==> src/rtl/dp_ram_fifo_ctrl_pkg.sv <==
// dp_ram_fifo_ctrl_pkg: shared defaults and derived-size helpers for the FIFO controller
package dp_ram_fifo_ctrl_pkg;
    localparam int DEF_DATA_WIDTH    = 8;
    localparam int DEF_ADDR_WIDTH    = 8;
    localparam int DEF_DEPTH         = 2 ** DEF_ADDR_WIDTH;
    localparam int DEF_AFULL_THRESH  = DEF_DEPTH - 4;
    localparam int DEF_AEMPTY_THRESH = 4;

    function automatic int depth_of(input int aw);
        return 2 ** aw;
    endfunction

    function automatic int level_width_of(input int aw);
        return aw + 1;
    endfunction
endpackage

==> src/rtl/dp_ram_fifo_ctrl_flag_gen.sv <==
// dp_ram_fifo_ctrl_flag_gen: registered FULL/EMPTY/AFULL/AEMPTY derived from next-cycle occupancy
module dp_ram_fifo_ctrl_flag_gen
    import dp_ram_fifo_ctrl_pkg::*;
#(
    parameter int ADDR_WIDTH    = DEF_ADDR_WIDTH,
    parameter int AFULL_THRESH  = DEF_AFULL_THRESH,
    parameter int AEMPTY_THRESH = DEF_AEMPTY_THRESH
) (
    input  logic                                  clk_i,
    input  logic                                  rst_i,
    input  logic [level_width_of(ADDR_WIDTH)-1:0] level_d_i,
    output logic                                  full_o,
    output logic                                  empty_o,
    output logic                                  afull_o,
    output logic                                  aempty_o
);
    localparam int LW = level_width_of(ADDR_WIDTH);
    localparam logic [LW-1:0] DEPTH_L = LW'(depth_of(ADDR_WIDTH));
    localparam logic [LW-1:0] AF_L    = LW'(AFULL_THRESH);
    localparam logic [LW-1:0] AE_L    = LW'(AEMPTY_THRESH);

    logic full_q, empty_q, afull_q, aempty_q;
    logic full_d, empty_d, afull_d, aempty_d;

    always_comb begin
        full_d   = level_d_i == DEPTH_L;
        empty_d  = level_d_i == '0;
        afull_d  = level_d_i >= AF_L;
        aempty_d = level_d_i <= AE_L;
    end

    always_ff @(posedge clk_i) begin
        if (rst_i) begin
            full_q   <= 1'b0;
            empty_q  <= 1'b1;
            afull_q  <= 1'b0;
            aempty_q <= 1'b1;
        end else begin
            full_q   <= full_d;
            empty_q  <= empty_d;
            afull_q  <= afull_d;
            aempty_q <= aempty_d;
        end
    end

    assign full_o   = full_q;
    assign empty_o  = empty_q;
    assign afull_o  = afull_q;
    assign aempty_o = aempty_q;
endmodule

==> src/rtl/dp_ram_fifo_ctrl.sv <==
// dp_ram_fifo_ctrl: FIFO controller sequencing an external dual-port RAM (write port A, read port B)
// Read data is the RAM output passed through, qualified by a strobe one cycle after the accept.
module dp_ram_fifo_ctrl
    import dp_ram_fifo_ctrl_pkg::*;
#(
    parameter int DATA_WIDTH    = DEF_DATA_WIDTH,
    parameter int ADDR_WIDTH    = DEF_ADDR_WIDTH,
    parameter int AFULL_THRESH  = DEF_AFULL_THRESH,
    parameter int AEMPTY_THRESH = DEF_AEMPTY_THRESH
) (
    input  logic                                  clk_i,
    input  logic                                  rst_i,
    input  logic                                  wr_en_i,
    input  logic [DATA_WIDTH-1:0]                 wr_data_i,
    input  logic                                  rd_en_i,
    output logic [DATA_WIDTH-1:0]                 rd_data_o,
    output logic                                  rd_valid_o,
    input  logic                                  flush_i,
    output logic                                  full_o,
    output logic                                  empty_o,
    output logic                                  afull_o,
    output logic                                  aempty_o,
    output logic [level_width_of(ADDR_WIDTH)-1:0] level_o,
    output logic                                  overflow_o,
    output logic                                  underflow_o,
    output logic [ADDR_WIDTH-1:0]                 ram_waddr_o,
    output logic [DATA_WIDTH-1:0]                 ram_wdata_o,
    output logic                                  ram_we_o,
    output logic [ADDR_WIDTH-1:0]                 ram_raddr_o,
    input  logic [DATA_WIDTH-1:0]                 ram_rdata_i
);
    localparam int LW = level_width_of(ADDR_WIDTH);

    logic [ADDR_WIDTH-1:0] wr_ptr_q, wr_ptr_d, rd_ptr_q, rd_ptr_d;
    logic [LW-1:0]         level_q, level_d;
    logic                  rd_valid_q, rd_valid_d;
    logic                  overflow_q, overflow_d, underflow_q, underflow_d;
    logic                  full, empty, wr_acc, rd_acc;

    // Accepts use the registered flags, so a full FIFO refuses a write even when a read frees space
    always_comb begin
        wr_acc      = wr_en_i & ~full & ~flush_i & ~rst_i;
        rd_acc      = rd_en_i & ~empty & ~flush_i & ~rst_i;
        wr_ptr_d    = flush_i ? '0 : wr_ptr_q + ADDR_WIDTH'(wr_acc);
        rd_ptr_d    = flush_i ? '0 : rd_ptr_q + ADDR_WIDTH'(rd_acc);
        level_d     = flush_i ? '0 : level_q + LW'(wr_acc) - LW'(rd_acc);
        rd_valid_d  = rd_acc;
        overflow_d  = ~flush_i & (overflow_q | (wr_en_i & full));
        underflow_d = ~flush_i & (underflow_q | (rd_en_i & empty));
    end

    always_ff @(posedge clk_i) begin
        if (rst_i) begin
            wr_ptr_q    <= '0;
            rd_ptr_q    <= '0;
            level_q     <= '0;
            rd_valid_q  <= 1'b0;
            overflow_q  <= 1'b0;
            underflow_q <= 1'b0;
        end else begin
            wr_ptr_q    <= wr_ptr_d;
            rd_ptr_q    <= rd_ptr_d;
            level_q     <= level_d;
            rd_valid_q  <= rd_valid_d;
            overflow_q  <= overflow_d;
            underflow_q <= underflow_d;
        end
    end

    dp_ram_fifo_ctrl_flag_gen #(
        .ADDR_WIDTH    (ADDR_WIDTH),
        .AFULL_THRESH  (AFULL_THRESH),
        .AEMPTY_THRESH (AEMPTY_THRESH)
    ) u_fifo_flag_gen (
        .clk_i     (clk_i),
        .rst_i     (rst_i),
        .level_d_i (level_d),
        .full_o    (full),
        .empty_o   (empty),
        .afull_o   (afull_o),
        .aempty_o  (aempty_o)
    );

    assign full_o      = full;
    assign empty_o     = empty;
    assign level_o     = level_q;
    assign overflow_o  = overflow_q;
    assign underflow_o = underflow_q;
    assign ram_we_o    = wr_acc;
    assign ram_waddr_o = wr_ptr_q;
    assign ram_wdata_o = wr_data_i;
    assign ram_raddr_o = rd_ptr_q;
    assign rd_data_o   = ram_rdata_i;
    assign rd_valid_o  = rd_valid_q;
endmodule

==> config.mk <==
export PLATFORM = sky130hd
export DESIGN_NAME = dp_ram_fifo_ctrl
export DESIGN_NICKNAME = d
export VERILOG_FILES = /design/src/rtl/dp_ram_fifo_ctrl_pkg.sv /design/src/rtl/dp_ram_fifo_ctrl_flag_gen.sv /design/src/rtl/dp_ram_fifo_ctrl.sv
export SDC_FILE = /design/constraint.sdc
export NUM_CORES = 1
export LEC_CHECK = 0
export CAP_MARGIN = 20
export CORE_ASPECT_RATIO = 0.9
export CORE_MARGIN = 5
export CORE_UTILIZATION = 42
export CTS_CLUSTER_SIZE = 12
export DETAILED_ROUTE_END_ITERATION = 10
export PLACE_DENSITY = 0.79
export SYNTH_ARGS = -nofsm -noshare
export SYNTH_HDL_FRONTEND = slang
export SYNTH_SLANG_ARGS = --single-unit
==> constraint.sdc <==
create_clock -name clk_i -period 4.47 [get_ports clk_i]
set_clock_uncertainty 0.05 [all_clocks]
set_input_delay 0.894 -clock clk_i [delete_from_list [all_inputs] [get_ports clk_i]]
set_output_delay 0.894 -clock clk_i [all_outputs]
set_load 0.02 [all_outputs]
======== Word level (Yosys, flattened, before mapping) ========
Index checks and enable logic that the tools add are counted.
word-level totals
  bits in registers ....................... 32
  bits of input ports ..................... 21
  output and inout bits ................... 49
  word-level logic and storage cells ...... 36
operators by class
  $add $sub $neg .......................... 4
  order comparisons ....................... 2
  eq/ne operators ......................... 1
  mux-type cells .......................... 1
  bitwise logic cells ..................... 16
  reductions and logical operators ........ 2
operators by type and width
  cell                                                                               count
  8-bit by 1-bit adder with 8-bit output                                             2
  1-bit bitwise AND                                                                  10
  9-bit by 1-bit adder with 9-bit output                                             1
  9-bit equality test (second input constant)                                        1
  9-bit by 8-bit >= comparator with 1-bit output (second input constant)             1
  9-bit by 3-bit less-or-equal comparator with 1-bit output (second input constant)  1
  9-bit logical NOT                                                                  1
  9-bit two-way mux                                                                  1
  9-bit by 1-bit subtractor with 9-bit output                                        1
  1-bit NOT                                                                          4
  1-bit OR                                                                           2
  2-bit OR reduction                                                                 1

======== Longest topological paths before layout ========
  word-level depth ........................ 8
  depth in mapped cells ................... 12
  gate-level depth less buffers ........... 11

======== By module ========
A second synthesis with hierarchy kept.
unflattened totals
  cells, all modules ...................... 209
  area total of the unflattened synthesis .. 1829.3 um2
modules (own cells, without submodules)
  module                     times used  cells an instance  area each (um2)
  dp_ram_fifo_ctrl           1           194                1670.4
  dp_ram_fifo_ctrl_flag_gen  1           15                 158.9

======== Least setup slack after synthesis ========
OpenSTA, ideal clock, no wires.
  path type ............................... input to register
  start ................................... input rst_i
  end ..................................... register u_fifo_flag_gen.empty_q, in the netlist u_fifo_flag_gen.empty_o
  library setup time ...................... 0.084 ns
  arrival time ............................ 3.254 ns
  data required time ...................... 4.336 ns
  path slack .............................. 1.082 ns
  stages on the path ...................... 12
  path buffers ............................ 2
  cell sequence ........................... or2_1 -> buf_2 -> clkbuf_1 -> nor2_1 -> ha_1 -> fa_1 -> a21oi_1 -> o21ai_1 -> a21oi_1 -> xnor2_1 -> o41a_1 -> o31ai_2
on the way
  word-level cells in the longest chain between the ends .. 6
ends and longest elaborated chain
  element                                      line                                            RTL
  start, declared                              dp_ram_fifo_ctrl.sv:12                          input logic rst_i,
  1-bit NOT                                    dp_ram_fifo_ctrl.sv:42, dp_ram_fifo_ctrl.sv:43
  1-bit bitwise AND                            dp_ram_fifo_ctrl.sv:42                          wr_acc = wr_en_i & ~full & ~flush_i & ~rst_i;
  9-bit by 1-bit adder with 9-bit output       dp_ram_fifo_ctrl.sv:46                          level_d = flush_i ? '0 : level_q + LW'(wr_acc) - LW'(rd_acc);
  9-bit by 1-bit subtractor with 9-bit output  dp_ram_fifo_ctrl.sv:46
  9-bit two-way mux                            dp_ram_fifo_ctrl.sv:46
  9-bit logical NOT                            dp_ram_fifo_ctrl_flag_gen.sv:27                 empty_d = level_d_i == '0;
  end signal, assigned                         dp_ram_fifo_ctrl_flag_gen.sv:40                 empty_q <= empty_d;
  end, declared                                dp_ram_fifo_ctrl_flag_gen.sv:22                 logic full_q, empty_q, afull_q, aempty_q;
Several ways; a longest one is shown, not always the timed one.
A chain may end at the register's enable or synchronous reset.

======== Final worst setup path ========
  start ................................... input rst_i
  end ..................................... output ram_we_o
on the way
  word-level cells in the longest chain between the ends .. 2
ends and longest elaborated chain
  element            line                    RTL
  1-bit NOT          dp_ram_fifo_ctrl.sv:42
  1-bit bitwise AND  dp_ram_fifo_ctrl.sv:42
  end, declared      dp_ram_fifo_ctrl.sv:28  output logic ram_we_o,
Every way passes these cells.

==> impl_metrics.prom <==
# TYPE chip_impl_metric gauge
chip_impl_info{name="critPathCapture",value="ram_we_o"} 1
chip_impl_metric{name="r2r.worst_path.cells",unit=""} 11
chip_impl_metric{name="fp.coreArea",unit="µm²"} 3760
chip_impl_metric{name="power.sequential.fraction",unit=""} 0.371
chip_impl_metric{name="rrSetupSlack",unit="ns"} 1.71
chip_impl_info{name="crit_type",value="input pin to output pin"} 1
chip_impl_metric{name="worst_slew_margin_rel",unit=""} 0.700
chip_impl_info{name="cp-start-kind",value="input pin"} 1
chip_impl_info{name="clockRootBuffer",value="clkbuf_8"} 1
chip_impl_metric{name="placed_area",unit="µm²"} 1950
chip_impl_metric{name="fin_setup_tns",unit="ns"} 0
chip_impl_metric{name="post_cts.repair.setup_buffers",unit=""} 0
chip_impl_metric{name="drt_wl_total",unit="mm"} 3.26
chip_impl_info{name="critPathMostFrequentCell",value="clkdlybuf4s50_1"} 1
chip_impl_metric{name="p_clk_frac",unit=""} 0.258
chip_impl_metric{name="buffer_ports.inserted",unit=""} 37
chip_impl_metric{name="cts.sinks",unit=""} 32
chip_impl_metric{name="power.leakage",unit="nW"} 0.808
chip_impl_metric{name="setup_viol",unit=""} 0
chip_impl_metric{name="synth.net_count",unit=""} 214
chip_impl_metric{name="finalNetCount",unit=""} 241
chip_impl_metric{name="maxCapViolCount",unit=""} 0
chip_impl_metric{name="gpl.final_weighted_congestion",unit=""} 0.896
chip_impl_metric{name="critPathBufInv",unit=""} 3
chip_impl_metric{name="switching_share",unit=""} 0.330
chip_impl_metric{name="via_count",unit=""} 1272
chip_impl_metric{name="drt_first_iter_violations",unit=""} 60
chip_impl_metric{name="grt_pass1_wl",unit="mm"} 5.52
chip_impl_metric{name="fillerInstances",unit=""} 332
chip_impl_info{name="r2r_start",value="u_fifo_flag_gen.empty_o"} 1
chip_impl_metric{name="slew_viol_final",unit=""} 0
chip_impl_metric{name="cp.depth",unit=""} 5
chip_impl_metric{name="synth_sequential_area_ratio",unit=""} 0.391
chip_impl_metric{name="synth_seq_cells",unit=""} 32
chip_impl_metric{name="mappedNetlistArea",unit="µm²"} 1640
chip_impl_metric{name="layout_worst_path_cycle_share",unit=""} 0.848
chip_impl_metric{name="timing_worst_slew_pin_value",unit="ns"} 0.448
chip_impl_metric{name="grt_pass1_vias",unit=""} 1207
chip_impl_metric{name="floorplan.initialDensity",unit=""} 0.437
chip_impl_info{name="grt_setup_unrepaired",value="no"} 1
chip_impl_metric{name="globalRouteOverflowTotal",unit=""} 0
chip_impl_metric{name="timing.critical_path.fanout_max",unit=""} 14
chip_impl_metric{name="post_cts_resized",unit=""} 0
chip_impl_info{name="worst_hold_path_type",value="register to register"} 1
chip_impl_metric{name="buffer_depth_of_the_longest_clock_path",unit=""} 2
chip_impl_metric{name="antenna_found_initial",unit=""} 0
chip_impl_metric{name="dp_hpwl",unit="mm"} 2.47
chip_impl_info{name="critPathTopFamily",value="buffers and inverters"} 1
chip_impl_metric{name="syn_inst",unit=""} 181
chip_impl_metric{name="dieArea",unit="µm²"} 5260
chip_impl_metric{name="cts_made_buffers",unit=""} 5
chip_impl_metric{name="drt-pass1-iter-count",unit=""} 5
chip_impl_metric{name="final_hold_violations",unit=""} 0
chip_impl_metric{name="power_spent_charging_and_discharging_nets",unit="µW"} 296
chip_impl_metric{name="worst_setup_hold_path_clk_slew",unit="ns"} 0.07
chip_impl_info{name="timing.critical_path.cells",value="clkdlybuf4s50_1, or2_1, buf_4, nor2_1, clkdlybuf4s50_1"} 1
chip_impl_metric{name="cellPowerDensity",unit="nW/µm²"} 439
chip_impl_metric{name="postLayoutCellArea",unit="µm²"} 2040
chip_impl_metric{name="cp_data_required_time",unit="ns"} 3.53
chip_impl_metric{name="worst_skew_pair.late_latency",unit="ns"} 0.28
chip_impl_metric{name="chipWidth",unit="µm"} 75.9
chip_impl_metric{name="power.internal",unit="µW"} 600
chip_impl_metric{name="highest_cell_delay_on_the_worst_timing_path",unit="ns"} 0.64
chip_impl_metric{name="post-route-util",unit=""} 0.543
chip_impl_metric{name="synth_edf_count",unit=""} 0
chip_impl_info{name="cp-end-kind",value="output pin"} 1
chip_impl_metric{name="globalRouteMet2Util",unit=""} 0.193
chip_impl_metric{name="grt_use_met1",unit=""} 0.178
chip_impl_metric{name="post-route-min-period",unit="ns"} 3.79
chip_impl_metric{name="drc",unit=""} 0
chip_impl_metric{name="crit_arrival",unit="ns"} 2.85
chip_impl_metric{name="synthesis.area_per_instance",unit="µm²"} 9.06
chip_impl_metric{name="ys_warn_count",unit=""} 0
chip_impl_metric{name="met3_usage",unit=""} 0.0478
chip_impl_metric{name="max-vdd-ir-drop",unit="mV"} 0.238
chip_impl_info{name="synthFlopType",value="dfxtp_1"} 1
chip_impl_metric{name="grt_max_degree",unit=""} 15
chip_impl_metric{name="yosysUniqueCellTypes",unit=""} 35
chip_impl_info{name="worst_path_max_delay_cell",value="clkdlybuf4s50_1"} 1
chip_impl_metric{name="cts.htree.levels",unit=""} 2
chip_impl_info{name="cts_tree",value="built"} 1
chip_impl_metric{name="grt_util_overall",unit=""} 0.137
chip_impl_metric{name="ys_async_sr_fraction",unit=""} 0
chip_impl_info{name="regToRegEndpoint",value="u_fifo_flag_gen.empty_o"} 1
chip_impl_metric{name="post_drt_via_cell_ratio",unit=""} 4.99
chip_impl_metric{name="layout_cells_sized_above_1",unit=""} 0.0526
chip_impl_metric{name="fmax",unit="MHz"} 264
chip_impl_metric{name="wl_per_cell",unit="µm"} 12.8
chip_impl_info{name="global_route.peak_usage_layer",value="met2"} 1
chip_impl_info{name="worst_setup_path_startpoint",value="rst_i"} 1
chip_impl_metric{name="drtAntennaViolNets",unit=""} 0
chip_impl_metric{name="cts.hold.buffers_added",unit=""} 0
chip_impl_metric{name="insertedDiodeCount",unit=""} 0
chip_impl_metric{name="die-height",unit="µm"} 69.3
chip_impl_metric{name="rows",unit=""} 21
chip_impl_info{name="result_of_the_run",value="finished, final reports clean"} 1
chip_impl_metric{name="areaGrowthSynthToFinish",unit="%"} 24.4
chip_impl_metric{name="logic_gate_share_of_total_power",unit=""} 0.371
chip_impl_metric{name="num_io_pins",unit=""} 70
==> state kept, by name, summed over array words and instances, names as in the netlist <==
| register | flops |
|---|---|
| rd_valid_o | 1 |
| level_o | 9 |
| u_fifo_flag_gen.afull_o | 1 |
| overflow_o | 1 |
| u_fifo_flag_gen.full_o | 1 |
| ram_raddr_o | 8 |
| u_fifo_flag_gen.empty_o | 1 |
| ram_waddr_o | 8 |
| underflow_o | 1 |
| u_fifo_flag_gen.aempty_o | 1 |
==> cells in the final DEF (no fill, tap or decap), drive strengths merged, types with 2 or more instances in the layout <==
cell / instances
nand2b: 3
or2: 2
xor2: 9
ha: 11
clkbuf: 7
and2: 8
a21oi: 9
nand2: 6
xnor2: 12
nand4: 2
o41ai: 2
o21ai: 3
and3: 3
clkdlybuf4s50: 37
a21o: 4
inv: 10
nor2: 24
nand3: 10
dfxtp: 32
==> cells in the mapped netlist, types with 3 or more instances <==
library cell	n	area, µm²
a21o_1	4	30.0
a21oi_1	9	45.0
and2_1	8	50.1
and3_1	3	18.8
buf_4	16	120
dfxtp_1	32	641
ha_1	11	138
inv_1	10	37.5
nand2_1	6	22.5
nand2b_1	3	18.8
nand3_1	10	50.1
nor2_1	23	86.3
o21ai_1	3	15.0
xnor2_1	12	105
xor2_1	9	78.8
==> how the worst min path moves through the flow <==
| stage | from | endpoint | slack [ns] | depth (start not counted) |
|---|---|---|---|---|
| detailed placement | underflow_o | underflow_o | 0.41 | 2 |
| finish | underflow_o | underflow_o | 0.43 | 2 |
| CTS | overflow_o | overflow_o | 0.44 | 2 |
| floorplan | overflow_o | overflow_o | 0.52 | 2 |
| global placement | underflow_o | underflow_o | 0.43 | 2 |
| global route | overflow_o | overflow_o | 0.46 | 2 |
==> layer usage <==
metal | wire length [µm] | vias to the layer above
li1 | - | 647
met1 | 1590 | 572
met2 | 1360 | 40
met3 | 222 | 13
met4 | 82 | 0
met5 | 0 | -
==> tightest hold or removal path, stage by stage (launching register included) <==
cell     delay [ns]
dfxtp_1        0.33
a21oi_1        0.04
nor2_1         0.07
==> through the flow <==
step	cells	total power, mW	setup slack, ns	hold WS [ns]
2_1_floorplan	181	0.592	1.08	0.520
3_3_place_gp	247	0.669	0.691	0.434
3_5_place_dp	247	0.669	0.563	0.407
4_1_cts	255	0.907	0.668	0.437
5_1_grt	255	0.952	0.576	0.459
6_report	255	0.896	0.680	0.435
==> power groups by stage <==
stage	logic [mW]	registers (mW)	clock network [mW]
after floorplan	0.220	0.372	0
after global placement	0.330	0.338	0
after detailed placement	0.331	0.338	0
after CTS	0.334	0.333	0.240
after global routing	0.362	0.337	0.254
final	0.332	0.333	0.231
==> cell families after synthesis <==
family	count (synthesis)	share of synthesized area
adder cells (fa/ha/maj)	12	0.0961
XOR/XNOR	21	0.112
flip-flops	32	0.391
AND/OR/NAND/NOR	62	0.189
buffers and inverters	28	0.101
AO/OA/AOI/OAI	26	0.111
==> area by class of cell <==
type	count	area [µm²]	share of cell area
flip-flops and latches	32	641	0.314
multi-input cells	121	833	0.408
inverters	10	37.5	0.0184
repair buffers	38	378	0.185
well taps	46	57.6	0.0282
clock inverters	1	7.51	0.00368
clock buffers	7	86.3	0.0423
(Power assumes the default switching activity.)
==> RTL edit, RTL diff (same settings) <==
Make the reset (`rst_i`) asynchronous in 2 clocked blocks.
--- a/src/rtl/dp_ram_fifo_ctrl_flag_gen.sv
+++ b/src/rtl/dp_ram_fifo_ctrl_flag_gen.sv
@@ -31,3 +31,3 @@
 
-    always_ff @(posedge clk_i) begin
+    always_ff @(posedge clk_i or posedge rst_i) begin
         if (rst_i) begin
--- a/src/rtl/dp_ram_fifo_ctrl.sv
+++ b/src/rtl/dp_ram_fifo_ctrl.sv
@@ -51,3 +51,3 @@
 
-    always_ff @(posedge clk_i) begin
+    always_ff @(posedge clk_i or posedge rst_i) begin
         if (rst_i) begin
Check against the original RTL: differs if rst_i is asserted again (counterexample within 4 cycles, from zero or initial values and one cycle with rst_i high); with rst_i held inactive, the same outputs for 10 cycles.
==> RTL edit against the original RTL <==
  * Cell area up 14%
  * Final cell count rose by 11%
  * Sequential cell count stayed put
  * Setup slack improved by 160 ps
  * Hold slack improved by 18 ps
  * Global-route usage down 0.57 points
  * Count of clock-buffer cells in the layout rose by 1
  * Sequential share of layout area is 3.1 points higher
  * Wire length is 14% higher
  * Fmax up 4.3%
  * Critical endpoint is now u_fifo_flag_gen.afull_o
  * Highest routed layer unchanged
  * Synthesized area rose by 17%
  * Largest cell class unchanged
Power is not compared: it rests on default switching activity, and its combinational part moved more than twofold at a synthesized area within 25%.
==> RTL edit: results (changes against the original RTL) <==
* Run status: completed (unchanged)
* Slew @ Worst Pin at 620.1 ps (was 448.3 ps)
* Post-synth ARST share at 1.000 (was 0)
* Filler instances at 415 (was 332)
* Post-synth top area share at 0.3916 (was 0.3905)
* Layout cells sized above 1 at 0.08597 (was 0.05263)
* Reg clk slew, reported paths at roughly 60 ps
* Crit path max-delay family: simple AND/OR/NAND/NOR gates (was buffers and inverters)
* Top cells by area, synth: dfrtp_1, ha_1, buf_4, nor2_1, xor2_1 (was dfxtp_1, ha_1, buf_4, xnor2_1, nor2_1)
* Post-route cell area at 0.002330 mm² (was 0.002041 mm²)
* Post-DP HPWL at 2815 µm (was 2468 µm)
* Ys flop type: dfrtp_1 (was dfxtp_1)
* Placement Setup Slack at 594.4 ps (was 562.8 ps)
* Synth unique cells at 43 (was 35)
* Total power at 1.318 mW
* 1st-pass router iterations at 4 (was 5)
* Seq/Total Area, Yosys at 0.4191 (was 0.3905)
* Vias in the first global route at 1,318 (was 1,207)
* Iteration-0 DRC Markers at 93 (was 60)
* Synthesized area per cell at 9.830 µm² (was 9.063 µm²)
* Crit Path Max Fanout at 4 (was 14)
* Syn Nets at 229 (was 214)
* Final nets at 254 (was 241)
* Largest net degree at the start of global routing at 36 (was 15)
* Fin cells at 283 (was 255)
* GRT Util Overall at 0.1308 (was 0.1365)
* WP data arrival at 3730 ps (was 2850 ps)
* Placer Congestion at 0.8267 (was 0.8957)
* First-pass GRT wire length at 6189 µm (was 5520 µm)
* Commonest cells in the netlist: dfrtp_1, nor2_1, buf_4 (was dfxtp_1, nor2_1, buf_4)
* Placed cell area at 0.002240 mm² (was 0.001947 mm²)
* Clock-net power at 0.219 mW
* Worst path max stage delay at 480 ps (was 640 ps)
* Vias at 1,431 (was 1,272)
RTL edit: cell count changes after synthesis, sizes merged, moves of 3 or more:
cell,delta
dfxtp,-32
and2,-7
xnor2,-4
nor2b,+7
nor2,-3
nor3,+8
o21ai,+4
a21oi,-3
nor4,+3
a21o,-3
dfrtp,+30
RTL edit: path summary, 6_finish.rpt:
path	startpoint	to	slack, ps	depth (start not counted)
max in group asynchronous	rst_i	ram_raddr_o[5]	2650	3
max reg2reg	u_fifo_flag_gen.empty_o	u_fifo_flag_gen.afull_o	1400	10
min	underflow_o	underflow_o	450	2
min reg2reg	underflow_o	underflow_o	450	2
max	rd_en_i	u_fifo_flag_gen.afull_o	840	11
min in group asynchronous	rst_i	level_o[1]	1080	2
RTL edit: cell families (layout without fill, tap and decap cells):
group	Yosys count	count (layout)	share of synthesized area
adder cells (fa/ha/maj)	13	13	0.08877
AND/OR/NAND/NOR	75	75	0.2219
XOR/XNOR	17	17	0.07768
flip-flops	32	32	0.4191
buffers and inverters	32	58	0.09465
AO/OA/AOI/OAI	26	26	0.09792
RTL edit: layout make-up:
class / count / area share
multi-input cells: 131 / 0.4001
flip-flops and latches: 32 / 0.3448
repair buffers: 39 / 0.1654
clock buffers: 8 / 0.03867
well taps: 62 / 0.03330
inverters: 11 / 0.01772
RTL edit: routing by layer:
| layer | share of wire | vias up | global-route usage |
|---|---|---|---|
| met5 | 0 | - | 0 |
| met4 | 0.017 | 0 | 0.04315 |
| met3 | 0.066 | 6 | 0.03874 |
| met2 | 0.42 | 44 | 0.1860 |
| met1 | 0.49 | 677 | 0.1904 |
| li1 | - | 704 | - |
